**src/rtl/tick_counter60_pkg.sv**
```systemverilog
// Shared widths, default limits and load-range helper for the tick-driven BCD counter.
package tick_counter60_pkg;

   localparam int unsigned TENS_W       = 3;
   localparam int unsigned ONES_W       = 4;
   localparam int unsigned TAP_W        = 16;
   localparam int unsigned SEL_W        = 4;
   localparam int unsigned DEF_MAX_TENS = 5;
   localparam int unsigned DEF_MAX_ONES = 9;

   // True when a load value is a legal, in-range count for the given terminal value.
   function automatic logic load_valid(
      input logic [TENS_W-1:0] t,
      input logic [ONES_W-1:0] o,
      input logic [TENS_W-1:0] max_t,
      input logic [ONES_W-1:0] max_o
   );
      logic ok;
      ok = 1'b1;
      if (o > ONES_W'(9))                ok = 1'b0;
      if (t > max_t)                     ok = 1'b0;
      if ((t == max_t) && (o > max_o))   ok = 1'b0;
      return ok;
   endfunction

endpackage

```
**src/rtl/tick_counter60_tap_tick.sv**
```systemverilog
// Selects one divider tap and emits a single-cycle tick on each qualified rising edge.
module tap_tick
   import tick_counter60_pkg::*;
(
   input  logic             clk,
   input  logic             RESET,
   input  logic [TAP_W-1:0] div_in,
   input  logic [SEL_W-1:0] tap_sel,
   output logic             tick
);

   logic             tap_q;
   logic [SEL_W-1:0] sel_q;
   logic             armed;
   logic             tap_bit;

   assign tap_bit = div_in[tap_sel];

   // A tap_sel change masks the edge compare for one cycle so switching taps never fakes a rise.
   always_ff @(posedge clk) begin
      if (RESET) begin
         tap_q <= 1'b0;
         sel_q <= '0;
         armed <= 1'b0;
         tick  <= 1'b0;
      end else begin
         tap_q <= tap_bit;
         sel_q <= tap_sel;
         armed <= 1'b1;
         tick  <= tap_bit & ~tap_q & (tap_sel == sel_q) & armed;
      end
   end

endmodule

```
**src/rtl/tick_counter60.sv**
```systemverilog
// Two-digit BCD counter advanced by qualified divider ticks, with clear, load and wrap carry.
module tick_counter60
   import tick_counter60_pkg::*;
#(
   parameter int unsigned MAX_TENS = DEF_MAX_TENS,
   parameter int unsigned MAX_ONES = DEF_MAX_ONES
) (
   input  logic              clk,
   input  logic              RESET,
   input  logic [TAP_W-1:0]  div_in,
   input  logic [SEL_W-1:0]  tap_sel,
   input  logic              en,
   input  logic              clr,
   input  logic              load,
   input  logic [TENS_W-1:0] load_tens,
   input  logic [ONES_W-1:0] load_ones,
   output logic [TENS_W-1:0] tens,
   output logic [ONES_W-1:0] ones,
   output logic              tick,
   output logic              carry
);

   localparam logic [TENS_W-1:0] MAX_T = TENS_W'(MAX_TENS);
   localparam logic [ONES_W-1:0] MAX_O = ONES_W'(MAX_ONES);

   logic [TENS_W-1:0] tens_d;
   logic [ONES_W-1:0] ones_d;
   logic              carry_d;
   logic              load_ok;

   tap_tick u_tap_tick (
      .clk     (clk),
      .RESET   (RESET),
      .div_in  (div_in),
      .tap_sel (tap_sel),
      .tick    (tick)
   );

   assign load_ok = load_valid(load_tens, load_ones, MAX_T, MAX_O);

   // Next count: clr > load > tick&en; an invalid load still blocks that cycle's increment.
   always_comb begin
      tens_d  = tens;
      ones_d  = ones;
      carry_d = 1'b0;
      if (clr) begin
         tens_d = '0;
         ones_d = '0;
      end else if (load) begin
         if (load_ok) begin
            tens_d = load_tens;
            ones_d = load_ones;
         end
      end else if (tick && en) begin
         if ((tens == MAX_T) && (ones == MAX_O)) begin
            tens_d  = '0;
            ones_d  = '0;
            carry_d = 1'b1;
         end else if (ones == ONES_W'(9)) begin
            ones_d = '0;
            tens_d = tens + TENS_W'(1);
         end else begin
            ones_d = ones + ONES_W'(1);
         end
      end
   end

   always_ff @(posedge clk) begin
      if (RESET) begin
         tens  <= '0;
         ones  <= '0;
         carry <= 1'b0;
      end else begin
         tens  <= tens_d;
         ones  <= ones_d;
         carry <= carry_d;
      end
   end

endmodule
```
**config.mk**
```make
export PLATFORM = sky130hd
export DESIGN_NAME = tick_counter60
export DESIGN_NICKNAME = d
export VERILOG_FILES = /design/src/rtl/tick_counter60_pkg.sv /design/src/rtl/tick_counter60_tap_tick.sv /design/src/rtl/tick_counter60.sv
export SDC_FILE = /design/constraint.sdc
export NUM_CORES = 1
export LEC_CHECK = 0
export BUFFER_PORTS_ARGS = -buffer_cell sky130_fd_sc_hd__buf_2
export CORE_AREA = 2 2 49 51
export DETAILED_ROUTE_END_ITERATION = 12
export DIE_AREA = 0 0 51 53
export GPL_ROUTABILITY_DRIVEN = 1
export GPL_TIMING_DRIVEN = 0
export PLACE_DENSITY = 0.8
export SLEW_MARGIN = 20
export SYNTH_ARGS = -nofsm -noshare
export SYNTH_HDL_FRONTEND = slang
export SYNTH_SLANG_ARGS = --single-unit
```
**constraint.sdc**
```tcl
create_clock -name clk -period 3.9 [get_ports clk]
set_input_delay 0.39 -clock clk [delete_from_list [all_inputs] [get_ports clk]]
set_output_delay 0.39 -clock clk [all_outputs]
set_load 0.03 [all_outputs]
```
Word-level counts from Yosys, hierarchy flattened
Cells that the tools add are included.
Storage, ports and cells
  logic and storage cells: 48
  output and inout bits: 9
  flip-flop bits (word level): 15
  input port bits: 32
Operators by class
  $lt $le $gt $ge: 3
  reduce and logical (&&, ||, !) cells: 9
  add/subtract/negate cells: 2
  equal/unequal tests: 5
  mux-type cells: 17
  bitwise gates (word level): 5
Operator list (count)
  4-bit two-way mux: 5
  3-bit two-way mux: 5
  3-bit equality test (second input constant): 2
  1-bit two-way mux: 6
  4-bit by 5-bit < comparator with 1-bit output (second input constant): 1
  4-bit by 1-bit adder with 4-bit output (second input constant): 1
  1-bit binary-select mux with 4-bit select: 1
  4-bit equality test: 1
  4-bit equality test (second input constant): 1
  4-bit > comparator (second input constant): 1
  4-bit OR reduction: 1
  3-bit by 1-bit adder with 3-bit output (second input constant): 1
  1-bit bitwise AND: 3
  3-bit > comparator (second input constant): 1
  1-bit logical AND: 3
  3-bit AND reduction: 1
  3-bit nonzero test: 1
  2-bit by 1-bit inequality test with 1-bit output (second input constant): 1
  1-bit inverter: 2
  2-bit AND reduction: 1
  2-bit nonzero test: 1
  2-bit OR reduction: 1

Depth between registers and ports, before layout
  word-level depth: 6
  depth in mapped cells: 7
  gate-level depth less buffers: 6

Hierarchy
A second synthesis with hierarchy kept.
Second synthesis, totals
  cell total of the unflattened synthesis: 101
  area, all modules: 934.6 µm²
By module, submodules not included
  tick_counter60: times used 1, cells an instance 62, seq. area each 160.2 µm², area each 520.5 µm²
  tap_tick: times used 1, cells an instance 39, seq. area each 140.1 µm², area each 414.1 µm²

Least setup slack after synthesis
No wires, ideal clock.
  kind: register to register
  start point: reg ones[1]
  end point: reg tens[0]
  period minus slack after synthesis: 1735 ps
  library setup time: 148 ps
  setup slack: 2165 ps
  arrival: 1587 ps
  cell stages (with the launch flop): 8
  path buffers: 1
  data required time: 3752 ps
  cell sequence: dfxtp_1 > inv_1 > ha_1 > and3b_1 > buf_2 > or2_1 > a41oi_1 > a311oi_1
Between the ends
  cells in the longest elaborated chain, start to end: 5
  elaborated cells between the ends (all ways): 7
  those cells by class: eq/ne: 1; mux: 3; reduce/logical: 3
RTL lines
  start: declaration: RTL line tick_counter60.sv:18  | output logic [ONES_W-1:0] ones,
  start signal: assignment: RTL line tick_counter60.sv:75  | ones <= ones_d;
  4-bit equality test *: RTL line tick_counter60.sv:55, tick_counter60.sv:59
  1-bit logical AND: RTL line tick_counter60.sv:55  | if ((tens == MAX_T) && (ones == MAX_O)) begin
  3-bit two-way mux: RTL line tick_counter60.sv:55
  3-bit two-way mux: RTL line tick_counter60.sv:54  | end else if (tick && en) begin
  3-bit two-way mux: RTL line tick_counter60.sv:49  | end else if (load) begin
  end signal: assignment: RTL line tick_counter60.sv:74  | tens <= tens_d;
  end: declaration: RTL line tick_counter60.sv:17  | output logic [TENS_W-1:0] tens,
Mark *: on every way between the ends. The rest lies on a longest branch, timed or not. The select of a mux whose other input is x is not followed.
A chain may end at the register's enable or synchronous reset.

Worst setup path after layout
Ends and elaborated chain as after synthesis.

==> results.md <==
* Hold crit path type: input pin to flop
* Nets@finish at 183
* Dominant cell type by area after synthesis: dfxtp_1
* Rows at 17
* FF-to-FF Start: ones[1]
* Die width at 51 microns
* Total CTS buffers at 3
* FF-to-FF path depth at 7
* Max-cap violations at 0
* Root buf cell: clkbuf_4
* Port Buf Inserts at 38
* Fin cells at 174
* Period utilization at 42.2%
* Slew margin rel. at 76.5%
* Clk slew on worst S/H paths at 0.10 ns
* Yosys Warn Count at 0
* Post-synth EDFFs at 0
* Ant diodes at 0
* Clock sink count at 15
* Area grow syn2layout at 27.0%
* Initial antenna violation count at 0
* GR Util All Layers at 17.5%
* Worst slack, placed at 2.23 ns
* M3 GR Usage at 2.26%
* Post-CTS Setup Bufs at 0
* Top Ports at 41
* Xor/xnor cell area share of the yosys netlist at 3.71%
* Drt initial violations at 13
* Multiplexer area fraction after synthesis at 11.3%
* Worst reg-to-reg setup slack at 2.25 ns
* Critical path peak fanout at 7
* Final worst slack at 2.25 ns
* Crit. Startpoint: ones[1]
* Commonest cells in the netlist: dfxtp_1 (15), nor2_1 (10), a21oi_1 (7)
* Worst hold path stage count at 2
* Seq/Total Area, Yosys at 31.8%
* Initial Util at 44.0%
* Fill cells at 199
* Synth Area in Simple Gates at 21.2%
* Skew final at 0.0112 ns
* Worst EP required at 4.06 ns
* Worst EP arrival at 1.80 ns
* Largest net degree at the start of global routing at 11
* Final Max Slew Viols at 0
* Seq cells post-synth at 15
* Via count at 922
* H-tree Lvls at 1
* Synth top area share at 31.8%
* Yosys cell types at 40
* End of the worst register-to-register path: tens[0]
* Drt wl/cell at 12.4 microns
* Syn avg cell area at 9.08 sq um
* Post-synthesis cell count at 104
* Clk Latency, worst-skew pair at 0.29 ns
* Longest Clk Path Bufs at 2
* Post-synthesis adder-cell area fraction at 5.30%
* CTS Hold Buffers Added at 0
* Core area at 0.00215 sq mm
* Peak VDD IR at 0.143 mV
* Crit Path Class: flop to flop
* Worst hold start: RESET
* GRT busiest layer: met2
* Remaining Overflow, GRT at 0
* Net count after synthesis at 140
* Pwr/cell area at 274 mW/mm^2
* Unrepaired setup endpoints after global routing: no
* Most numerous cell in the Yosys netlist: dfxtp_1
* GR Util met1 at 19.8%
* Largest family of logic cells by synthesized area: simple AND/OR/NAND/NOR gates
* Worst-margin pin slew at 0.351 ns
* Ys async rst share at 0%
* Inst Count DP at 170
* DR pass1 iterations at 4
* Post-Route WL at 2.16 mm
* Via density at 5.30
* CP endpoint: tens[0]
* CTS tree: built
* P_leak at 0.568 nW
* Status: completed
* CP endpoint kind: flop
* Dominant synthesized flop cell: dfxtp_1
* Fin crit period at 1.65 ns
* Fraction of layout instances using a drive strength above 1 at 38.4%
* Vias in the first global route at 841
* DRT antenna net count at 0
* Setup crit start kind: flop
* Setup TNS at 0 ns
* # setup viols final at 0
* Die Span Y at 53 microns
* Synth top area cells: dfxtp_1 (32%), mux4_1 (5.6%), ha_1 (5.3%)
* Met2 Use GR at 31.6%
* Remaining DRCs at 0
* Compound-Gate Fraction of Synth Area at 18.7%
* Die area at 0.00270 sq mm
* First-pass GRT wire length at 3.51 mm
* Final hold vios at 0
* Post-Syn Area at 945 sq um
* FMAX at 607 MHz
* Gpl congestion at 0.797
* DPL Wire Length at 1.75 mm
* CTS resizes at 0
-- worst min-delay path by stage --
| stage | to | slack [ns] |
|---|---|---|
| floorplan | u_tap_tick.tick | 0.43 |
| global placement | u_tap_tick.tick | 0.45 |
| detailed placement | u_tap_tick.tick | 0.44 |
| CTS | u_tap_tick.armed | 0.33 |
| global route | u_tap_tick.armed | 0.34 |
| finish | u_tap_tick.armed | 0.34 |
-- cell usage in the layout (no fill, tap or decap), types with 4 or more instances in the layout --
cell     count
buf_2       40
dfxtp_1     15
nor2_1      10
a21oi_1      7
inv_1        6
nand2_1      6
nor3_1       4
ha_1         4
-- critical path: stages (launching register included) --
cell      delay [ns]
dfxtp_1         0.39
inv_1           0.09
ha_1            0.18
and3b_1         0.17
buf_2           0.16
or2_1           0.27
a41oi_1         0.20
a311oi_1        0.07
-- sequential cells by signal, indices dropped and copies added, names as in the netlist --
signal / cells
tens: 3
carry: 1
u_tap_tick.armed: 1
u_tap_tick.sel_q: 4
u_tap_tick.tap_q: 1
ones: 4
u_tap_tick.tick: 1
-- per-stage QoR --
stage | total power, mW | hold slack (ns) | area, sq um | util [%]
after CTS | 0.334 | 0.327 | 1200 | 55.9
final | 0.328 | 0.342 | 1200 | 55.9
after global routing | 0.348 | 0.337 | 1200 | 55.9
after floorplan | 0.213 | 0.428 | 945 | -
after detailed placement | 0.241 | 0.443 | 1170 | 54.5
after global placement | 0.238 | 0.447 | 1170 | 54.5
-- per-layer routing --
| metal | share of wire [%] | up-vias | wire, microns |
|---|---|---|---|
| met5 | 0 | - | 0 |
| met4 | 1.4 | 0 | 31 |
| met3 | 6.9 | 2 | 149 |
| met2 | 50 | 40 | 1090 |
| met1 | 41 | 421 | 895 |
| li1 | - | 459 | - |
-- power by group --
group / switching (mW) / internal, mW / total, mW
combinational: 0.0371 / 0.0371 / 0.0743
sequential: 0.00385 / 0.159 / 0.163
clock: 0.0523 / 0.0389 / 0.0912
-- final cells by class --
class / count / area (sq um) / area share (%)
Inverter: 6 / 22.5 / 1.88
Multi-Input combinational cell: 76 / 568 / 47.3
Tap cell: 28 / 35.0 / 2.92
Clock inverter: 1 / 7.51 / 0.626
Timing Repair Buffer: 38 / 190 / 15.8
Buffer: 7 / 53.8 / 4.48
Clock buffer: 3 / 22.5 / 1.88
Sequential cell: 15 / 300 / 25.0
-- kinds of logic (layout without fill, tap and decap cells) --
| logic type | count (synthesis) | in the layout |
|---|---|---|
| AND/OR/NAND/NOR | 38 | 38 |
| AO/OA/AOI/OAI | 24 | 24 |
| flip-flops | 15 | 15 |
| buffers and inverters | 13 | 55 |
| multiplexers | 6 | 6 |
| adder cells (fa/ha/maj) | 4 | 4 |
| XOR/XNOR | 4 | 4 |
Note: power is estimated with default switching activity, not from simulation.
